`src/rtl/pixel_replication_2x_stream_pkg.sv`:
```
// ----------------------------------------------------------------------------
// img_scale_pkg
// Shared definitions for the 2x image scaling blocks (reducer and replicator).
//   state_t          : row-phase encoding for the replicator FSM
//   *_DEF localparams: default frame geometry and pixel width
// ----------------------------------------------------------------------------
package img_scale_pkg;

  localparam int LARGURA_IN_DEF = 4;
  localparam int ALTURA_IN_DEF  = 4;
  localparam int PIXEL_W_DEF    = 8;

  // ST_ROW_A: first output copy of an input row, pixels arrive from the stream.
  // ST_ROW_B: second output copy, replayed from the line buffer.
  typedef enum logic {
    ST_ROW_A = 1'b0,
    ST_ROW_B = 1'b1
  } state_t;

endpackage

```
`src/rtl/pixel_replication_2x_stream_line_buffer_ram.sv`:
```
// ----------------------------------------------------------------------------
// line_buffer_ram
// One-row pixel store: DEPTH x DATA_W, one synchronous write port and one
// asynchronous read port sharing a single address.
// Ports:
//   clock : write clock
//   we    : write enable
//   addr  : column address for both write and read
//   wdata : pixel to store
//   rdata : pixel currently stored at addr (combinational)
// Contents are not reset.
// ----------------------------------------------------------------------------
module line_buffer_ram #(
  parameter int DEPTH  = 4,
  parameter int ADDR_W = 2,
  parameter int DATA_W = 8
) (
  input  logic              clock,
  input  logic              we,
  input  logic [ADDR_W-1:0] addr,
  input  logic [DATA_W-1:0] wdata,
  output logic [DATA_W-1:0] rdata
);

  logic [DATA_W-1:0] mem [DEPTH];

  always_ff @(posedge clock) begin
    if (we) begin
      mem[addr] <= wdata;
    end
  end

  assign rdata = mem[addr];

endmodule

```
`src/rtl/pixel_replication_2x_stream.sv`:
```
// ----------------------------------------------------------------------------
// pixel_replication_2x_stream
// Streaming 2x nearest-neighbour upscaler: out(r,c) = in(r/2, c/2).
// Input row pixels are emitted twice as they arrive (ST_ROW_A) while being
// stored in a line buffer; the row is then replayed from the buffer
// (ST_ROW_B) to form the second output row.
// Ports:
//   clock, reset      : single clock, synchronous active-high reset
//   s_valid/s_ready   : input handshake, s_pixel in raster order
//   m_valid/m_ready   : output handshake, m_pixel from a single output register
//   m_sol             : first beat of an output row
//   m_last            : final beat of an output frame
//   frame_count       : completed output frames (only with UPSCALE_FRAME_CNT_EN)
// Optional feature macro: UPSCALE_FRAME_CNT_EN
// ----------------------------------------------------------------------------
module pixel_replication_2x_stream
  import img_scale_pkg::*;
#(
  parameter int LARGURA_IN = LARGURA_IN_DEF,
  parameter int ALTURA_IN  = ALTURA_IN_DEF,
  parameter int PIXEL_W    = PIXEL_W_DEF
) (
  input  logic               clock,
  input  logic               reset,
  input  logic               s_valid,
  output logic               s_ready,
  input  logic [PIXEL_W-1:0] s_pixel,
  output logic               m_valid,
  input  logic               m_ready,
  output logic [PIXEL_W-1:0] m_pixel,
  output logic               m_sol,
  output logic               m_last
`ifdef UPSCALE_FRAME_CNT_EN
  ,
  output logic [15:0]        frame_count
`endif
);

  localparam int COL_W = $clog2(LARGURA_IN);
  // A single-row frame still needs a 1-bit row register.
  localparam int ROW_W = (ALTURA_IN > 1) ? $clog2(ALTURA_IN) : 1;
  localparam logic [COL_W-1:0] COL_LAST = COL_W'(LARGURA_IN - 1);
  localparam logic [ROW_W-1:0] ROW_LAST = ROW_W'(ALTURA_IN - 1);

  state_t             state;
  state_t             state_nxt;
  logic [COL_W-1:0]   col;
  logic [ROW_W-1:0]   row;
  // In ST_ROW_A: the accepted pixel still owes its repeat beat.
  // In ST_ROW_B: the first copy of linebuf[col] has been emitted.
  logic               dup;

  logic               slot_free;
  logic               accept;
  logic               a_dup_beat;
  logic               b_beat;
  logic               col_end;
  logic               row_end;
  logic [PIXEL_W-1:0] lb_rdata;

  line_buffer_ram #(
    .DEPTH  (LARGURA_IN),
    .ADDR_W (COL_W),
    .DATA_W (PIXEL_W)
  ) u_line_buffer (
    .clock (clock),
    .we    (accept),
    .addr  (col),
    .wdata (s_pixel),
    .rdata (lb_rdata)
  );

  // State register
  always_ff @(posedge clock) begin
    if (reset) begin
      state <= ST_ROW_A;
    end else begin
      state <= state_nxt;
    end
  end

  // Next-state logic
  always_comb begin
    state_nxt = state;
    case (state)
      ST_ROW_A: if (a_dup_beat && col_end)   state_nxt = ST_ROW_B;
      ST_ROW_B: if (b_beat && dup && col_end) state_nxt = ST_ROW_A;
      default:  state_nxt = ST_ROW_A;
    endcase
  end

  // Output / beat-qualifier logic
  always_comb begin
    slot_free  = !m_valid || m_ready;
    col_end    = (col == COL_LAST);
    row_end    = (row == ROW_LAST);
    s_ready    = (state == ST_ROW_A) && !dup && slot_free;
    accept     = s_ready && s_valid;
    a_dup_beat = (state == ST_ROW_A) && dup && slot_free;
    b_beat     = (state == ST_ROW_B) && slot_free;
  end

  // Column / row / copy counters; wrap is by explicit compare.
  always_ff @(posedge clock) begin
    if (reset) begin
      col <= '0;
      row <= '0;
      dup <= 1'b0;
    end else if (accept) begin
      dup <= 1'b1;
    end else if (a_dup_beat) begin
      dup <= 1'b0;
      col <= col_end ? '0 : col + COL_W'(1);
    end else if (b_beat) begin
      dup <= !dup;
      if (dup) begin
        col <= col_end ? '0 : col + COL_W'(1);
        if (col_end) begin
          row <= row_end ? '0 : row + ROW_W'(1);
        end
      end
    end
  end

  // Output register stage: loads only when the slot is free, so a stalled
  // beat holds pixel and qualifiers stable.
  always_ff @(posedge clock) begin
    if (reset) begin
      m_valid <= 1'b0;
      m_pixel <= '0;
      m_sol   <= 1'b0;
      m_last  <= 1'b0;
    end else if (slot_free) begin
      if (accept) begin
        m_valid <= 1'b1;
        m_pixel <= s_pixel;
        m_sol   <= (col == '0);
        m_last  <= 1'b0;
      end else if (a_dup_beat) begin
        // Repeat beat: m_pixel already holds the accepted pixel.
        m_valid <= 1'b1;
        m_sol   <= 1'b0;
        m_last  <= 1'b0;
      end else if (b_beat) begin
        m_valid <= 1'b1;
        m_pixel <= lb_rdata;
        m_sol   <= (col == '0) && !dup;
        m_last  <= dup && col_end && row_end;
      end else begin
        m_valid <= 1'b0;
        m_sol   <= 1'b0;
        m_last  <= 1'b0;
      end
    end
  end

`ifdef UPSCALE_FRAME_CNT_EN
  always_ff @(posedge clock) begin
    if (reset) begin
      frame_count <= 16'd0;
    end else if (m_valid && m_ready && m_last) begin
      frame_count <= frame_count + 16'd1;
    end
  end
`endif

endmodule

```
`config.mk`:
```
export PLATFORM = sky130hd
export DESIGN_NAME = pixel_replication_2x_stream
export DESIGN_NICKNAME = d
export VERILOG_FILES = /design/src/rtl/pixel_replication_2x_stream_pkg.sv /design/src/rtl/pixel_replication_2x_stream_line_buffer_ram.sv /design/src/rtl/pixel_replication_2x_stream.sv
export SDC_FILE = /design/constraint.sdc
export NUM_CORES = 1
export LEC_CHECK = 0
export ABC_AREA = 1
export CAP_MARGIN = 10
export CORE_ASPECT_RATIO = 1.5
export CORE_MARGIN = 2
export CORE_UTILIZATION = 40
export CTS_BUF_LIST = sky130_fd_sc_hd__clkbuf_8
export CTS_CLUSTER_DIAMETER = 50
export DETAILED_ROUTE_END_ITERATION = 12
export PLACE_DENSITY = 0.59
export SYNTH_ARGS = -nofsm -noshare
export SYNTH_HDL_FRONTEND = slang
export SYNTH_SLANG_ARGS = --single-unit
```
`constraint.sdc`:
```
create_clock -name clock -period 2.82 [get_ports clock]
set_input_delay 0.846 -clock clock [delete_from_list [all_inputs] [get_ports clock]]
set_output_delay 0.846 -clock clock [all_outputs]
set_load 0.005 [all_outputs]
```
**Word level (Yosys, flattened, before mapping)**

Memories as Yosys holds them, arrays and structs flattened. A register that Yosys moved wholly into a read port is not among the register bits.
Cells that the tools add are included.

- Output and inout bits: 12
- Memories: 1
- ROM bits: 0
- Flip-flop bits (word level): 9
- Bits in latches: 0
- Input port bits: 12
- Logic and storage cells: 61
- RAM bits: 32

Memory list:

| memory | depth | width | rd ports | clocked after memory_dff | wr ports | RTL line | source |
|---|---|---|---|---|---|---|---|
| u_line_buffer.mem | 4 | 8 | 1 | 1 | 1 | pixel_replication_2x_stream_line_buffer_ram.sv:25 | `logic [DATA_W-1:0] mem [DEPTH];` |

- Shifts and indexed selects: 0
- Eq/ne operators: 3
- Reduce and logical (&&, ||, !) cells: 23
- Bitwise logic cells: 3
- Muxes and demuxes: 22
- $lt $le $gt $ge: 0
- Divide/modulo/power cells: 0
- Multiply operators: 0
- $add $sub $neg: 2

Operators by type and width:

| operator | count |
|---|---|
| 1-bit 2-to-1 mux | 16 |
| 1-bit logical AND | 12 |
| 2-bit 2-to-1 mux | 5 |
| 3-bit AND reduction | 2 |
| 2-bit nonzero test | 3 |
| 5-bit AND reduction | 1 |
| 2-bit by 1-bit adder with 2-bit output, second input constant | 2 |
| 2-bit equality test, second input constant | 2 |
| 1-bit NOT | 3 |
| 3-bit nonzero test | 1 |
| 1-bit zero test | 2 |
| 2-bit zero test | 1 |
| 2-bit != test, second input constant | 1 |
| 1-bit case mux with 2 select lines | 1 |
| 1-bit logical OR | 1 |

**Depth between registers and ports, before layout**

Gate-level depths: netlist (run 1).

- Depth in word-level cells: 7
- Gate-level depth with buffers: 9
- Mapped depth without buffers: 8

**Cells and area by module**

A second synthesis (run 1) with hierarchy kept.

- Cells, all modules: 263
- Area, all modules: 2354.8 um^2

Modules (own cells, without submodules):

| module | cells each | area each (um^2) | times used | sequential area each (um^2) |
|---|---|---|---|---|
| line_buffer_ram | 115 | 1346.3 | 1 | 960.9 |
| pixel_replication_2x_stream | 148 | 1008.5 | 1 | 340.3 |

**Worst setup path after synthesis (run 1)**

OpenSTA, ideal clock, no wires.

- Path kind: in2reg
- Start point: in s_valid
- End point: mem u_line_buffer.mem[1][0] (enable)
- Required time: 2.449 ns
- Stages on the path: 4
- Arrival: 1.669 ns
- Setup time: 0.371 ns
- Path slack: 0.780 ns
- Buffers on the path: 2
- Cells stage by stage: buf_2 > nand3_4 > buf_4 > nor2_1

- Longest elaborated chain between the ends: 3

RTL lines:

| element | RTL line | source |
|---|---|---|
| start: declaration | pixel_replication_2x_stream.sv:25 | `input logic s_valid,` |
| 1-bit logical AND | pixel_replication_2x_stream.sv:98 | `accept = s_ready && s_valid;` |
| 1-bit 2-to-1 mux | pixel_replication_2x_stream_line_buffer_ram.sv:28 | `if (we) begin` |
| 1-bit 2-to-1 mux (not written as such) | pixel_replication_2x_stream_line_buffer_ram.sv:29 | `mem[addr] <= wdata;` |
| end: declaration | pixel_replication_2x_stream_line_buffer_ram.sv:25 |  |

No other way between the ends.

**Worst setup path after layout (run 1)**

- Start point: in m_ready
- End point: out s_ready

- Longest elaborated chain between the ends: 2

RTL lines:

| element | RTL line | source |
|---|---|---|
| start: declaration | pixel_replication_2x_stream.sv:29 | `input logic m_ready,` |
| 1-bit logical OR | pixel_replication_2x_stream.sv:94 | `slot_free = !m_valid \|\| m_ready;` |
| 1-bit logical AND | pixel_replication_2x_stream.sv:97 | `s_ready = (state == ST_ROW_A) && !dup && slot_free;` |
| end: declaration | pixel_replication_2x_stream.sv:26 | `output logic s_ready,` |

No other way between the ends.

==> results of run 1 <==
## per-layer routing
metal / track usage (%) / routed length, microns
met1: 17.6 / 1760
met2: 27.2 / 2230
met3: 2.89 / 122
met4: 8.15 / 116
met5: 0 / 0
## cells in the final DEF (no fill, tap or decap), types with 3 or more instances in the layout
master	instances
buf_4	9
nor2_1	15
ha_1	5
nand2_2	3
a21oi_1	8
clkbuf_8	6
dfxtp_1	17
edfxtp_1	32
nand3_1	23
or2_2	5
o21ai_0	8
nand4_1	3
inv_1	25
nand2_1	59
clkdlybuf4s50_1	22
## cell families (layout without fill, tap and decap cells)
logic type,count (synthesis),in the layout,share of synthesized area (%)
AND/OR/NAND/NOR,113,113,24.1
flip-flops,49,49,60.7
buffers and inverters,33,65,7.01
AO/OA/AOI/OAI,20,20,5.20
adder cells (fa/ha/maj),5,5,2.92
## sequential cells by signal, summed over array words and instances, names as in the netlist
signal,flops
u_line_buffer.mem,32
m_pixel,8
col,2
row,2
dup,1
m_last,1
m_sol,1
m_valid,1
state,1
## worst max path at each step
stage            start                      end  slack, ns  depth (start not counted)
2_1_floorplan  s_valid  u_line_buffer.mem[1][0]       0.78                          4
3_3_place_gp   m_ready                  s_ready      -0.03                          6
3_5_place_dp   m_ready                  s_ready      -0.05                          6
4_1_cts        m_ready                  s_ready       0.21                          6
5_1_grt        m_ready                  s_ready       0.15                          6
6_report       m_ready                  s_ready       0.22                          6
## layout make-up
| class | instances | area (sq um) |
|---|---|---|
| Sequential cell | 49 | 1300 |
| Tap cell | 68 | 85.1 |
| Clock inverter | 2 | 7.51 |
| Fill cell | 505 | 2610 |
| Inverter | 25 | 93.8 |
| Clock buffer | 6 | 82.6 |
| Multi-Input combinational cell | 138 | 691 |
| Timing Repair Buffer | 32 | 297 |
## stage by stage
| step | hold slack, ns | setup slack [ns] | area (sq um) | instances |
|---|---|---|---|---|
| floorplan | 0.454 | 0.780 | 2140 | 220 |
| global placement | 0.457 | -0.0344 | 2470 | 312 |
| detailed placement | 0.461 | -0.0480 | 2470 | 312 |
| CTS | 0.473 | 0.212 | 2560 | 320 |
| global route | 0.489 | 0.146 | 2560 | 320 |
| finish | 0.467 | 0.224 | 2560 | 320 |
## power groups by stage
stage	logic, mW	registers (mW)	clock network [mW]
CTS	0.270	0.828	0.417
finish	0.263	0.828	0.403
global placement	0.266	0.844	0
detailed placement	0.269	0.845	0
floorplan	0.161	0.843	0
global route	0.301	0.833	0.441
## worst max-delay path, cell delays in order
cell	delay, ns
clkdlybuf4s50_1	0.45
inv_1	0.04
nand2_2	0.05
nand2_1	0.06
inv_1	0.07
dlygate4sd2_1	0.23
==> reports/summary.txt, run 1 <==
outcome: completed
largest net degree at the start of global routing: 21
Yosys cell types: 27
drt via density: 4.69
Req. time, crit path: 1.97 ns
Seq/Total Area, Yosys: 60.7%
startpoint class of the critical path: input pin
IO buf count: 23
aggregate global-route resource usage: 15.5%
Post CTS Setup Buffer Count: 0
hold_sp: m_pixel[6]
f_max: 0.385 GHz
Post-DRT Antenna Nets: 0
Final Hold Vio Count: 0
syn_nets: 237
Reg2Reg Depth: 5
Hold Path End: m_pixel[6]
Inserted Diodes: 0
Main synth FF type: edfxtp_1
R2R Path Start: col[1]
Slew Viols, Final: 0
vias in the first global route: 1,535
Avg Cell Area, Syn: 9.74 sq um
area leader, netlist: edfxtp_1
DRC: 0
drt wl/cell: 13.2 microns
clock buffer count from CTS: 5
internal power: 1.11 mW
die width: 63.8 microns
layout cells sized above 1: 11.5%
CTS Buffer Depth: 2
Crit Path Category: in2out
CP arrival: 1.75 ns
Net Sw Frac: 25.4%
CTS Hold Bufs: 0
number of clock sinks: 49
Die Y-Extent: 93.6 microns
initial antenna violation count: 0
Worst-Skew Late Latency: 0.29 ns
FP Rows: 32
Synth Cell Area: 2140 sq um
nets@finish: 268
combinational share of power: 17.6%
drt initial violations: 44
NetSw: 0.379 mW
area of the die: 5970 sq um
peak supply drop: 0.299 mV
IO Count: 24
most common cell in the synthesized netlist: nand2_1
Synth Register Bits: 49
htree depth: 2
Slew HR: 69.7%
Syn Inst Count: 220
iteration count of the initial detailed-routing pass: 4
fin crit share: 92.1%
number of synthesized flops with an enable pin: 32
most frequent cells after synthesis: nand2_1 (59), edfxtp_1 (32), inv_1 (23), nand3_1 (23), dfxtp_1 (17)
leakage: 1.07 nW
gr ovfl total: 0
sequential share of power: 55.4%
worst reg2reg path endpoint: u_line_buffer.mem[0][5]
flop2flop setup slack: 1.07 ns
Clock Power Share: 27.0%
Slew @ Worst Pin: 0.453 ns
top cell type's share of synthesized area: 44.9%
core area: 5160 sq um
CP endpoint kind: primary output
ys async rst share: 0%
Resized Gates After CTS: 1
RSZ-0062 raised after global routing: false
hold path depth: 2
root buf cell: clkbuf_8
Worst Skew: 0.00414 ns
CP max FO: 2
setup TNS after final layout: 0 ns
Pwr Density: 584 nW/um^2
# setup viols final: 0
Synth area leaders: edfxtp_1 (45%), dfxtp_1 (16%), nand2_1 (10%)
Area Growth Syn to Fin: 19.4%
Synth Warn #: 0
RePlAce Congestion: 0.737
final core occ: 49.5%
CTS tree: done
first-pass GRT wire length: 6.96 mm
min Tclk post-route: 2.60 ns
Vias: 1,502
hpwl dp: 3.00 mm
clk slew on worst S/H paths: 0.08 ns
Starting Density: 41.5%
Power Total: 1.49 mW
Routed WL: 4.23 mm
# Max-Cap Violations: 0
Hold WC Path Type: reg2reg
No activity file was read; power rests on OpenSTA's default activity.
==> run 2: changes to the inputs <==
CORE_MARGIN = 10   (was 2)
CTS_CLUSTER_SIZE = 12   (was default)
SETUP_SLACK_MARGIN = 0.1   (was default)
==> reports/summary.txt, run 2 (synthesis gave the netlist of run 1 again) <==
Reg2Reg Depth: 5 (unchanged)
Vias: 1,522 (was 1,502)
clock buffer count from CTS: 5 (unchanged)
Post CTS Setup Buffer Count: 0 (unchanged)
fin area: 2580 sq um (was 2560 sq um)
most frequent cells in the layout: nand2_1 (59), edfxtp_1 (32), inv_1 (24), nand3_1 (23), clkdlybuf4s50_1 (22) (was nand2_1 (59), edfxtp_1 (32), inv_1 (25), nand3_1 (23), clkdlybuf4s50_1 (22))
leakage: 1.08 nW (was 1.07 nW)
min Tclk post-route: 2.59 ns (was 2.60 ns)
RePlAce Congestion: 0.714 (was 0.737)
# setup viols final: 0 (unchanged)
Post-DRT Antenna Nets: 0 (unchanged)
Multi-input gate area: 691 sq um (unchanged)
number of clock sinks: 49 (unchanged)
Crit Path Category: in2out (unchanged)
Hold WC Path Type: reg2reg (unchanged)
Pwr Density: 616 nW/um^2 (was 584 nW/um^2)
drt wl/cell: 13.3 microns (was 13.2 microns)
Placed Area: 2470 sq um (unchanged)
Routed WL: 4.25 mm (was 4.23 mm)
drt via density: 4.76 (was 4.69)
Placed Cells: 312 (unchanged)
area of the die: 8740 sq um (was 5970 sq um)
RSZ-0062 raised after global routing: false (unchanged)
Req. time, crit path: 1.97 ns (about the same)
CP arrival: 1.74 ns (was 1.75 ns)
aggregate global-route resource usage: 10.3% (was 15.5%)
fin crit share: 91.8% (was 92.1%)
worst reg2reg path endpoint: u_line_buffer.mem[1][6] (was u_line_buffer.mem[0][5])
CP endpoint kind: primary output (unchanged)
Filler cells: 486 (was 505)
biggest regs: u_line_buffer.mem x32, m_pixel x8 (unchanged)
Slew Viols, Final: 0 (unchanged)
hpwl dp: 3.13 mm (was 3.00 mm)
Slew @ Worst Pin: 0.436 ns (was 0.453 ns)
Post-Place Setup Slack: -0.0428 ns (was -0.0480 ns)
layout cells sized above 1: 11.9% (was 11.5%)
CTS tree: done (unchanged)
Worst Skew: 0.00376 ns (was 0.00414 ns)
iteration count of the initial detailed-routing pass: 6 (was 4)
# Max-Cap Violations: 0 (unchanged)
FP Rows: 32 (unchanged)
initial antenna violation count: 0 (unchanged)
peak supply drop: 0.377 mV (was 0.299 mV)
Slew HR: 70.9% (was 69.7%)
Biggest register: u_line_buffer.mem (unchanged)
gr ovfl total: 0 (unchanged)
max reg flops: 32 (unchanged)
vias in the first global route: 1,499 (was 1,535)
drt initial violations: 61 (was 44)
CP max FO: 2 (unchanged)
Worst-Skew Late Latency: 0.30 ns (was 0.29 ns)
hold_sp: m_pixel[5] (was m_pixel[6])
f_max: 0.386 GHz (was 0.385 GHz)
Final Hold Vio Count: 0 (unchanged)
hold path depth: 2 (unchanged)
Inserted Diodes: 0 (unchanged)
flop2flop setup slack: 1.03 ns (was 1.07 ns)
clk slew on worst S/H paths: 0.08 ns (about the same)
Area Growth Syn to Fin: 20.6% (was 19.4%)
R2R Path Start: col[1] (unchanged)
root buf cell: clkbuf_8 (unchanged)
sequential cell area: 1300 sq um (unchanged)
core area: 5160 sq um (unchanged)
die width: 79.8 microns (was 63.8 microns)
Starting Density: 41.5% (unchanged)
IO buf count: 23 (unchanged)
first-pass GRT wire length: 7.02 mm (was 6.96 mm)
CTS Buffer Depth: 2 (unchanged)
htree depth: 2 (unchanged)
nets@finish: 268 (unchanged)
Post-Layout Cell Count: 320 (unchanged)
Die Y-Extent: 110 microns (was 93.6 microns)
startpoint class of the critical path: input pin (unchanged)
final worst hold slack: 0.469 ns (was 0.467 ns)
IO Count: 24 (unchanged)
commonest non-fill, non-tap cell in the layout: nand2_1 (unchanged)
largest net degree at the start of global routing: 21 (unchanged)
slack of the critical path: 0.230 ns (was 0.224 ns)
outcome: completed (unchanged)
Hold Path End: m_pixel[5] (was m_pixel[6])
DRC: 0 (unchanged)
==> run 2: cell types whose count changed in the layout (fill, tap and decap cells not counted), sizes merged <==
cell | before | now
bufinv | 0 | 1
inv | 26 | 25
==> run 2: layer usage <==
layer | wire length (microns) | global-route usage, %
met5 | 0 | 0
met1 | 1790 | 11.4
met2 | 2220 | 18.3
met4 | 82 | 4.92
met3 | 160 | 2.21
==> run 2: critical path, cell delays in order <==
cell	delay (ns)
clkdlybuf4s50_1	0.45
inv_1	0.04
nand2_2	0.05
nand2_1	0.05
inv_1	0.07
dlygate4sd2_1	0.23
==> run 2: stage by stage <==
step	util (%)	TNS [ns]	power (mW)
final	50.0	0	1.59
after global routing	50.0	0	1.67
after CTS	50.0	0	1.61
after detailed placement	47.8	-0.0428	1.11
after global placement	47.8	-0.0443	1.11
after floorplan	-	0	1.00
==> run 2: how the worst max path moves through the flow <==
stage | from | endpoint | slack (ns)
after global placement | m_ready | s_ready | -0.04
after global routing | m_ready | s_ready | 0.14
after CTS | m_ready | s_ready | 0.22
final | m_ready | s_ready | 0.23
after floorplan | s_valid | u_line_buffer.mem[1][0] | 0.78
after detailed placement | m_ready | s_ready | -0.04
==> run 2: final cells by class <==
| class | count | area share [%] |
|---|---|---|
| Timing Repair Buffer | 32 | 11.5 |
| Clock buffer | 6 | 3.20 |
| Inverter | 25 | 3.63 |
| Multi-Input combinational cell | 138 | 26.7 |
| Tap cell | 68 | 3.29 |
| Clock inverter | 2 | 1.31 |
| Sequential cell | 49 | 50.4 |
==> run 2: repair_timing <==
action,CTS,global route
hold buffers,0,0
setup endpoints to repair,1,0
gates resized for setup,1,0
==> run 2: report_power, final <==
group	switching (mW)	internal [mW]	total, mW
registers	0.0237	0.807	0.831
clock network	0.215	0.285	0.501
logic	0.145	0.114	0.260
==> run 3: changes to the inputs <==
PLACE_DENSITY = default   (was 0.59)
PLACE_DENSITY_LB_ADDON = 0.3   (was default)
SKIP_CTS_REPAIR_TIMING = 1   (was default)
==> reports/summary.txt, run 3 (synthesis gave the netlist of run 1 again) <==
max reg flops: 32 (unchanged)
biggest regs: u_line_buffer.mem x32, m_pixel x8 (unchanged)
core area: 5160 sq um (unchanged)
die width: 79.8 microns (unchanged)
largest net degree at the start of global routing: 21 (unchanged)
CP arrival: 1.66 ns (was 1.74 ns)
Inserted Diodes: 0 (unchanged)
Area Growth Syn to Fin: 20.7% (was 20.6%)
drt via density: 4.77 (was 4.76)
Worst Skew: 0.00841 ns (was 0.00376 ns)
Final Hold Vio Count: 0 (unchanged)
peak supply drop: 0.370 mV (was 0.377 mV)
DRC: 0 (unchanged)
iteration count of the initial detailed-routing pass: 4 (was 6)
initial antenna violation count: 0 (unchanged)
most frequent cells in the layout: nand2_1 (59), edfxtp_1 (32), inv_1 (23), nand3_1 (23), clkdlybuf4s50_1 (22) (was nand2_1 (59), edfxtp_1 (32), inv_1 (24), nand3_1 (23), clkdlybuf4s50_1 (22))
Die Y-Extent: 110 microns (unchanged)
gr ovfl total: 0 (unchanged)
IO buf count: 23 (unchanged)
# setup viols final: 0 (unchanged)
Routed WL: 4.55 mm (was 4.25 mm)
final worst hold slack: 0.470 ns (was 0.469 ns)
RePlAce Congestion: 0.721 (was 0.714)
area of the die: 8740 sq um (unchanged)
CP max FO: 2 (unchanged)
Worst-Skew Late Latency: 0.31 ns (was 0.30 ns)
Slew @ Worst Pin: 0.442 ns (was 0.436 ns)
Req. time, crit path: 1.97 ns (about the same)
Slew Viols, Final: 0 (unchanged)
f_max: 0.399 GHz (was 0.386 GHz)
final core occ: 50.1% (was 50.0%)
root buf cell: clkbuf_8 (unchanged)
CTS Buffer Depth: 2 (unchanged)
Pwr Density: 619 nW/um^2 (was 616 nW/um^2)
vias in the first global route: 1,563 (was 1,499)
drt initial violations: 84 (was 61)
FP Rows: 32 (unchanged)
IO Count: 24 (unchanged)
layout cells sized above 1: 12.3% (was 11.9%)
Power Total: 1.60 mW (was 1.59 mW)
htree depth: 2 (unchanged)
outcome: completed (unchanged)
Slew HR: 70.5% (was 70.9%)
clk slew on worst S/H paths: 0.09 ns (was 0.08 ns)
clock buffer count from CTS: 5 (unchanged)
Post-Layout Cell Count: 320 (unchanged)
Placed Cells: 312 (unchanged)
commonest non-fill, non-tap cell in the layout: nand2_1 (unchanged)
setup TNS after final layout: 0 ns (unchanged)
drt wl/cell: 14.2 microns (was 13.3 microns)
CP endpoint kind: primary output (unchanged)
aggregate global-route resource usage: 11.1% (was 10.3%)
# Max-Cap Violations: 0 (unchanged)
number of clock sinks: 49 (unchanged)
min Tclk post-route: 2.51 ns (was 2.59 ns)
Biggest register: u_line_buffer.mem (unchanged)
nets@finish: 268 (unchanged)
first-pass GRT wire length: 7.61 mm (was 7.02 mm)
fin crit share: 88.9% (was 91.8%)
RSZ-0062 raised after global routing: false (unchanged)
Vias: 1,525 (was 1,522)
CTS tree: done (unchanged)
Hold WC Path Type: reg2reg (unchanged)
hpwl dp: 3.23 mm (was 3.13 mm)
Post-DRT Antenna Nets: 0 (unchanged)
Crit Path Category: in2out (unchanged)
startpoint class of the critical path: input pin (unchanged)
Starting Density: 41.5% (unchanged)
leakage: 1.08 nW (about the same)
[run 3: power by group]
part           leakage [nW]  total [mW]  switching, mW  internal, mW
logic                 0.593       0.268          0.152         0.115
registers             0.431       0.828         0.0202         0.808
clock network        0.0543       0.506          0.241         0.265
[run 3: worst paths after layout]
kind	start	endpoint	slack, ns	cells after the start
min reg2reg	m_pixel[6]	m_pixel[6]	0.47	2
max	m_ready	s_ready	0.31	6
max reg2reg	col[1]	m_sol	1.07	7
min	m_pixel[6]	m_pixel[6]	0.47	2
[run 3: cell type report]
| cell class | count | area, sq um |
|---|---|---|
| multi-input cells | 138 | 691 |
| well taps | 68 | 85.1 |
| repair buffers | 32 | 300 |
| flip-flops and latches | 49 | 1300 |
| clock inverters | 3 | 46.3 |
| inverters | 25 | 93.8 |
| clock buffers | 5 | 68.8 |
| fillers | 500 | 2580 |
[run 3: per-stage QoR]
stage / area [sq um] / setup WS (ns)
after CTS: 2580 / -0.0823
final: 2590 / 0.313
after global routing: 2590 / 0.250
after floorplan: 2140 / 0.780
after global placement: 2470 / -0.0436
after detailed placement: 2470 / -0.0731
[run 3: critical path: stages]
cell and delay, ns:
clkdlybuf4s50_1 0.46, inv_1 0.05, nand2_2 0.05, nand2_1 0.06
inv_1 0.07, dlymetal6s2s_1 0.12
[run 3: per-layer routing]
metal / part of all wire, % / track usage, % / vias up
li1: - / - / 780
met1: 44 / 12.5 / 719
met2: 52 / 19.1 / 21
met3: 2.0 / 2.04 / 5
met4: 2.5 / 6.06 / 0
met5: 0 / 0 / -
